### src/rtl/fixed_pkg.sv
// Shared fixed-point definitions for the regressor datapath: rounding modes,
// pipeline latency and signed range helpers.
package fixed_pkg;

  typedef enum logic {
    RND_TRUNC   = 1'b0,
    RND_HALF_UP = 1'b1
  } round_mode_e;

  localparam int FIXED_LAT = 3;
  localparam int FX_MAX_W  = 128;

  // Range limits are returned wide so callers can truncate to their own width.
  function automatic logic signed [FX_MAX_W-1:0] fx_max(input int data_w);
    logic signed [FX_MAX_W-1:0] one;
    one = FX_MAX_W'(1);
    return (one <<< (data_w - 1)) - one;
  endfunction

  function automatic logic signed [FX_MAX_W-1:0] fx_min(input int data_w);
    logic signed [FX_MAX_W-1:0] one;
    one = FX_MAX_W'(1);
    return -(one <<< (data_w - 1));
  endfunction

endpackage

### src/rtl/fixed_mult_pipe_if.sv
// Operand/result handshake bundle for the pipelined fixed-point multiplier.
// The master drives operands and accepts results; the slave is the multiplier.
interface fixed_mult_pipe_if #(
  parameter int DATA_W = 32,
  parameter int TAG_W  = 4
);
  logic                     in_valid;
  logic                     in_ready;
  logic signed [DATA_W-1:0] a_in;
  logic signed [DATA_W-1:0] b_in;
  logic [TAG_W-1:0]         tag_in;
  logic                     round_mode;
  logic                     sat_en;
  logic                     out_valid;
  logic                     out_ready;
  logic signed [DATA_W-1:0] p_out;
  logic [TAG_W-1:0]         tag_out;
  logic                     ovf_out;
  logic                     unf_out;

  modport master (
    output in_valid, a_in, b_in, tag_in, round_mode, sat_en, out_ready,
    input  in_ready, out_valid, p_out, tag_out, ovf_out, unf_out
  );

  modport slave (
    input  in_valid, a_in, b_in, tag_in, round_mode, sat_en, out_ready,
    output in_ready, out_valid, p_out, tag_out, ovf_out, unf_out
  );
endinterface

### src/rtl/fixed_round_sat.sv
// Combinational rescale of a full-width signed product back to the operand
// Q format: optional half-up rounding, arithmetic shift, range flags, clamp.
module fixed_round_sat
  import fixed_pkg::*;
#(
  parameter int DATA_W = 32,
  parameter int FRAC_W = 8
) (
  input  logic signed [2*DATA_W-1:0] full,
  input  round_mode_e                round_mode,
  input  logic                       sat_en,
  output logic signed [DATA_W-1:0]   p,
  output logic                       ovf,
  output logic                       unf
);
  localparam int PW = 2 * DATA_W;
  localparam logic signed [PW-1:0] MAX_F = PW'(fx_max(DATA_W));
  localparam logic signed [PW-1:0] MIN_F = PW'(fx_min(DATA_W));
  localparam logic signed [PW-1:0] HALF  = PW'(1) <<< (FRAC_W - 1);

  // The half-LSB add cannot overflow PW bits: |a*b| <= 2^(PW-2).
  function automatic logic signed [PW-1:0] round_fn(input logic signed [PW-1:0] x,
                                                    input round_mode_e m);
    return ((m == RND_HALF_UP) ? x + HALF : x) >>> FRAC_W;
  endfunction

  function automatic logic signed [DATA_W-1:0] sat_fn(input logic signed [PW-1:0] s,
                                                      input logic sat,
                                                      input logic o,
                                                      input logic u);
    if (sat && o) return MAX_F[DATA_W-1:0];
    if (sat && u) return MIN_F[DATA_W-1:0];
    return s[DATA_W-1:0];
  endfunction

  logic signed [PW-1:0] s;

  always_comb begin
    s   = round_fn(full, round_mode);
    ovf = (s > MAX_F);
    unf = (s < MIN_F);
    p   = sat_fn(s, sat_en, ovf, unf);
  end

endmodule

### src/rtl/fixed_mult_pipe.sv
// Three-stage signed fixed-point multiplier with valid/ready backpressure,
// selectable rounding and saturation, and sticky range status.
module fixed_mult_pipe
  import fixed_pkg::*;
#(
  parameter int DATA_W = 32,
  parameter int FRAC_W = 8,
  parameter int TAG_W  = 4
) (
  input  logic             clk,
  input  logic             rst_n,
  fixed_mult_pipe_if.slave bus,
  input  logic             sticky_clr,
  output logic             ovf_sticky,
  output logic             unf_sticky
);
  localparam int PW = 2 * DATA_W;

  logic vld_p0, vld_p1, vld_p2;
  logic adv_p0, adv_p1, adv_p2;
  logic xfer_out;

  logic signed [DATA_W-1:0] a_p0, b_p0;
  logic [TAG_W-1:0]         tag_p0, tag_p1, tag_p2;
  round_mode_e              rnd_p0, rnd_p1;
  logic                     sat_p0, sat_p1;
  logic signed [PW-1:0]     full_p1;

  logic signed [DATA_W-1:0] p_p2;
  logic                     ovf_p2, unf_p2;

  logic signed [DATA_W-1:0] rs_p;
  logic                     rs_ovf, rs_unf;

  // A stage may load when it is empty or its content moves on this edge.
  always_comb begin
    adv_p2   = ~vld_p2 | bus.out_ready;
    adv_p1   = ~vld_p1 | adv_p2;
    adv_p0   = ~vld_p0 | adv_p1;
    xfer_out = vld_p2 & bus.out_ready;
  end

  assign bus.in_ready  = adv_p0;
  assign bus.out_valid = vld_p2;
  assign bus.p_out     = p_p2;
  assign bus.tag_out   = tag_p2;
  assign bus.ovf_out   = ovf_p2;
  assign bus.unf_out   = unf_p2;

  always_ff @(posedge clk or negedge rst_n) begin
    if (!rst_n) begin
      vld_p0 <= 1'b0;
      vld_p1 <= 1'b0;
      vld_p2 <= 1'b0;
    end else begin
      if (adv_p0) vld_p0 <= bus.in_valid;
      if (adv_p1) vld_p1 <= vld_p0;
      if (adv_p2) vld_p2 <= vld_p1;
    end
  end

  // S1: operands and per-pair modes
  always_ff @(posedge clk) begin
    if (adv_p0 && bus.in_valid) begin
      a_p0   <= bus.a_in;
      b_p0   <= bus.b_in;
      tag_p0 <= bus.tag_in;
      rnd_p0 <= round_mode_e'(bus.round_mode);
      sat_p0 <= bus.sat_en;
    end
  end

  // S2: full-width product
  always_ff @(posedge clk) begin
    if (adv_p1 && vld_p0) begin
      full_p1 <= PW'(a_p0) * PW'(b_p0);
      tag_p1  <= tag_p0;
      rnd_p1  <= rnd_p0;
      sat_p1  <= sat_p0;
    end
  end

  fixed_round_sat #(
    .DATA_W (DATA_W),
    .FRAC_W (FRAC_W)
  ) u_round_sat (
    .full       (full_p1),
    .round_mode (rnd_p1),
    .sat_en     (sat_p1),
    .p          (rs_p),
    .ovf        (rs_ovf),
    .unf        (rs_unf)
  );

  // S3: visible result and status; held while downstream stalls
  always_ff @(posedge clk or negedge rst_n) begin
    if (!rst_n) begin
      p_p2       <= '0;
      tag_p2     <= '0;
      ovf_p2     <= 1'b0;
      unf_p2     <= 1'b0;
      ovf_sticky <= 1'b0;
      unf_sticky <= 1'b0;
    end else begin
      if (adv_p2 && vld_p1) begin
        p_p2   <= rs_p;
        tag_p2 <= tag_p1;
        ovf_p2 <= rs_ovf;
        unf_p2 <= rs_unf;
      end
      ovf_sticky <= (ovf_sticky & ~sticky_clr) | (xfer_out & ovf_p2);
      unf_sticky <= (unf_sticky & ~sticky_clr) | (xfer_out & unf_p2);
    end
  end

endmodule

### src/flat_wrapper.sv
// flat-port wrapper written by rule: the top's interface ports become plain ports
module fixed_mult_pipe_flat import fixed_pkg::*;
#(
  parameter int DATA_W = 32,
  parameter int FRAC_W = 8,
  parameter int TAG_W  = 4
)
  (clk, rst_n, sticky_clr, ovf_sticky, unf_sticky, bus_in_valid, bus_a_in, bus_b_in, bus_tag_in, bus_round_mode, bus_sat_en, bus_out_ready, bus_in_ready, bus_out_valid, bus_p_out, bus_tag_out, bus_ovf_out, bus_unf_out);
  fixed_mult_pipe_if #(.DATA_W(DATA_W), .TAG_W(TAG_W)) bus_i ();
  input  logic clk;
  input  logic rst_n;
  input  logic sticky_clr;
  output logic ovf_sticky;
  output logic unf_sticky;
  input wire logic [$bits(bus_i.in_valid)-1:0] bus_in_valid;
  input wire logic [$bits(bus_i.a_in)-1:0] bus_a_in;
  input wire logic [$bits(bus_i.b_in)-1:0] bus_b_in;
  input wire logic [$bits(bus_i.tag_in)-1:0] bus_tag_in;
  input wire logic [$bits(bus_i.round_mode)-1:0] bus_round_mode;
  input wire logic [$bits(bus_i.sat_en)-1:0] bus_sat_en;
  input wire logic [$bits(bus_i.out_ready)-1:0] bus_out_ready;
  output wire logic [$bits(bus_i.in_ready)-1:0] bus_in_ready;
  output wire logic [$bits(bus_i.out_valid)-1:0] bus_out_valid;
  output wire logic [$bits(bus_i.p_out)-1:0] bus_p_out;
  output wire logic [$bits(bus_i.tag_out)-1:0] bus_tag_out;
  output wire logic [$bits(bus_i.ovf_out)-1:0] bus_ovf_out;
  output wire logic [$bits(bus_i.unf_out)-1:0] bus_unf_out;
  assign bus_i.in_valid = bus_in_valid;
  assign bus_i.a_in = bus_a_in;
  assign bus_i.b_in = bus_b_in;
  assign bus_i.tag_in = bus_tag_in;
  assign bus_i.round_mode = bus_round_mode;
  assign bus_i.sat_en = bus_sat_en;
  assign bus_i.out_ready = bus_out_ready;
  assign bus_in_ready = bus_i.in_ready;
  assign bus_out_valid = bus_i.out_valid;
  assign bus_p_out = bus_i.p_out;
  assign bus_tag_out = bus_i.tag_out;
  assign bus_ovf_out = bus_i.ovf_out;
  assign bus_unf_out = bus_i.unf_out;
  fixed_mult_pipe #(.DATA_W(DATA_W), .FRAC_W(FRAC_W), .TAG_W(TAG_W)) u_core (.clk(clk), .rst_n(rst_n), .bus(bus_i), .sticky_clr(sticky_clr), .ovf_sticky(ovf_sticky), .unf_sticky(unf_sticky));
endmodule
### config.mk
export PLATFORM = sky130hd
export DESIGN_NAME = fixed_mult_pipe_flat
export DESIGN_NICKNAME = d
export VERILOG_FILES = /design/src/rtl/fixed_pkg.sv /design/src/rtl/fixed_mult_pipe_if.sv /design/src/rtl/fixed_round_sat.sv /design/src/rtl/fixed_mult_pipe.sv /design/src/flat_wrapper.sv
export SDC_FILE = /design/constraint.sdc
export NUM_CORES = 2
export LEC_CHECK = 0
export BUFFER_PORTS_ARGS = -buffer_cell sky130_fd_sc_hd__buf_2
export CORE_ASPECT_RATIO = 1.4
export CORE_MARGIN = 5
export CORE_UTILIZATION = 40
export DETAILED_ROUTE_END_ITERATION = 7
export PLACE_DENSITY = 0.59
export REMOVE_ABC_BUFFERS = 1
export SLEW_MARGIN = 5
export SYNTH_ARGS = -nofsm -noshare
export SYNTH_HDL_FRONTEND = slang
export SYNTH_SLANG_ARGS = --single-unit
export TNS_END_PERCENT = 5
### constraint.sdc
create_clock -name clk -period 19.05 [get_ports clk]
set_input_delay 3.81 -clock clk [delete_from_list [all_inputs] [get_ports clk]]
set_output_delay 3.81 -clock clk [all_outputs]
set_load 0.02 [all_outputs]
==> results.yml <==
outcome:
  status: "complete, no violations"
clock_network:
  clkLatencyLatePin_ps: 520
  clk_pin_slew_worst_paths_ps: 90
  cts_root_buffer: "clkbuf_16"
  cts_tree: "done"
  htreeDepth: 4
  clock_path_buffers: 2
  clock_sinks: 176
  cts-hold-fix-buffers: 0
  cts-resized-gates: 0
  cts_buffers: 17
  post-cts-setup-buffers: 0
setup_path:
  crit_type: "reg2reg"
  startpoint_type: "flip-flop"
  critPathArrivalTime_ps: 9030
  crit_fanout: 32
  end_kind: "flip-flop"
  crit_required_ps: 19300
  rr_worst_depth: 23
grt:
  grt_start_max_net_pins: 64
  gr-usage-all-layers_pct: 21.2
  antenna_found_initial: 1
  first_global_vias: 33906
  grt_remaining_overflow: 0
  grt_pass1_wl_um: 187000
floorplanning:
  die_x_um: 287
  dieArea_sq_um: 114000
  rows: 142
  coreArea_sq_um: 107000
  start_util_pct: 40.2
  chipHeight_um: 398
  io_pins: 117
sta:
  setup_viol: 0
  skew_ps: 25.1
  fmax_ghz: 0.114
  hold_viol_final: 0
  maxSlewViolCount: 0
  setup_ws_ps: 10270
  min_period_ps: 8780
  worst-slew-pin-transition_ps: 1040
  tns_ps: 0
  rsz0062_at_grt: "false"
  period_share_pct: 46.1
  max_slew_margin_pct: 29.0
logic_synthesis:
  synth_top_area_cell: "fa_1"
  netlist_area_sq_um: 43000
  syn_area_per_cell_sq_um: 9.96
  synthArstFlopShare_pct: 24.4
  synth_top_area_share_pct: 50.3
  synth_ff_type: "edfxtp_1"
  ys_ff_latch: 176
  synth_warnings: 0
  synth_edf_count: 133
  synth_cells: 4318
  ys_top_cells_by_area: "fa_1, edfxtp_1, inv_1, and2_1, ha_1"
  ys_types: 68
  ys_seq_area_share_pct: 11.8
job:
  maxCapViolations: 0
placement:
  dp_slack_ps: 10260
  place_congestion: 0.873
  port_buffers: 116
  dpl.hpwl_um: 93500
final_layout:
  fin_nets: 5646
  n_fill_cell: 10538
  final_layout_size_suffix_gt1_share_pct: 5.67
  area_delta_synth_final_pct: 6.28
route:
  drc_errors: 0
  firstDrtPassIters: 5
  routed_wl_um: 115000
  drtIter0Drc: 1354
  vias_per_cell: 5.03
  dr_total_vias: 29012
  ant_nets: 0
  routedWlPerCell_um: 20.0
hold_path:
  whs_path_depth: 0
  hold_class: "reg2reg"
-- Yosys cell counts (6+ instances only) --
master and count:
fa_1 1081, edfxtp_1 133, and4_1 12, nor3_1 12, o21ai_0 38, buf_6 7
a21o_1 25, and3_1 10, xnor2_1 62, mux2_2 9, nand3_1 35, nor4_1 8
nand2_1 537, clkbuf_1 203, nand4_1 25, a21oi_1 54, nand2b_1 18, nor2b_1 35
ha_1 181, a211oi_1 8, o21a_1 10, inv_1 1004, o22a_1 32, xor2_1 47
nor2_1 77, a31oi_1 7, and2_1 523, o21bai_1 6, dfrtp_1 43
-- layout by cell type (no fill, tap or decap), drive strengths merged, types with 35 or more instances in the layout --
| cell | instances |
|---|---|
| inv | 1014 |
| nor2b | 35 |
| nand2 | 537 |
| buf | 186 |
| xor2 | 47 |
| nor2 | 77 |
| a21oi | 54 |
| nand3 | 35 |
| xnor2 | 62 |
| ha | 181 |
| fa | 1081 |
| and2 | 523 |
| edfxtp | 133 |
| o21ai | 41 |
| dfrtp | 43 |
-- path summary, 6_finish.rpt --
| check | startpoint | to | slack, ps |
|---|---|---|---|
| worst min-delay path | u_core.tag_p0[0] | u_core.tag_p1[0] | 430 |
| worst max-delay path | u_core.a_p0[31] | u_core.full_p1[63] | 10270 |
| worst max register to register | u_core.a_p0[31] | u_core.full_p1[63] | 10270 |
| worst min register to register | u_core.tag_p0[0] | u_core.tag_p1[0] | 430 |
| min in group asynchronous | rst_n | u_core.bus.p_out[14] | 3460 |
| max in group asynchronous | rst_n | u_core.bus.p_out[22] | 14960 |
-- sequential cells by signal (all words and copies together), names as in the netlist, 4 cells and up --
| register | cells |
|---|---|
| u_core.full_p1 | 57 |
| u_core.a_p0 | 32 |
| u_core.b_p0 | 32 |
| u_core.bus.p_out | 32 |
| u_core.bus.tag_out | 4 |
| u_core.tag_p0 | 4 |
| u_core.tag_p1 | 4 |
-- metal layers --
layer	GRT usage (%)	vias up	share of wire, %
li1	-	12636	-
met1	21.7	15427	34
met2	42.5	640	58
met3	1.86	307	2.7
met4	10.8	2	6.1
met5	0	-	0.0096
-- metrics by stage --
step | instance area [sq um] | hold slack (ps) | cells | util (%)
4_1_cts | 45700 | 421 | 5762 | 42.8
5_1_grt | 45700 | 428 | 5762 | 42.8
2_1_floorplan | 42200 | 400 | 4104 | -
6_report | 45700 | 425 | 5763 | 42.8
3_5_place_dp | 45100 | 406 | 5730 | 42.1
3_3_place_gp | 45100 | 401 | 5730 | 42.1
-- area by class of cell --
type / count / area, sq um / area share (%)
diodes: 1 / 2.50 / 0.00547
clock buffers: 17 / 425 / 0.930
clock inverters: 15 / 219 / 0.479
inverters: 1004 / 3770 / 8.24
multi-input cells: 2924 / 33300 / 72.9
flip-flops and latches: 176 / 5070 / 11.1
well taps: 1440 / 1800 / 3.94
repair buffers: 186 / 1110 / 2.42
-- critical path: stages, from the launching register on --
cell       delay [ps]
edfxtp_1          370
buf_4             270
nand2_1           150
inv_1              90
fa_1              600
fa_1              470
fa_1              760
fa_1             1030
inv_1             380
fa_1              570
inv_1              50
fa_1              550
fa_1              430
fa_1              470
ha_1              420
nand3_1           170
nor4_1            400
nand2b_1          160
a2bb2oi_1         160
o211a_1           150
o21a_1            150
o21ai_0           370
a211oi_1          160
xnor2_1           150
-- logic make-up (layout without fill, tap and decap cells) --
logic type      after synthesis  after routing  share of synthesized area, %
compound gates              225            225                          3.61
fa+ha+maj                  1262           1262                          55.6
xor+xnor                    109            109                          2.22
mux                          12             12                         0.305
other cells                   0              1                             0
simple gates               1316           1316                          15.8
flops                       176            176                          11.8
buf+inv                    1218           1222                          10.7
Power is not shown: default switching activity piles up to over one toggle a cycle in this logic, so the estimate is an artifact.
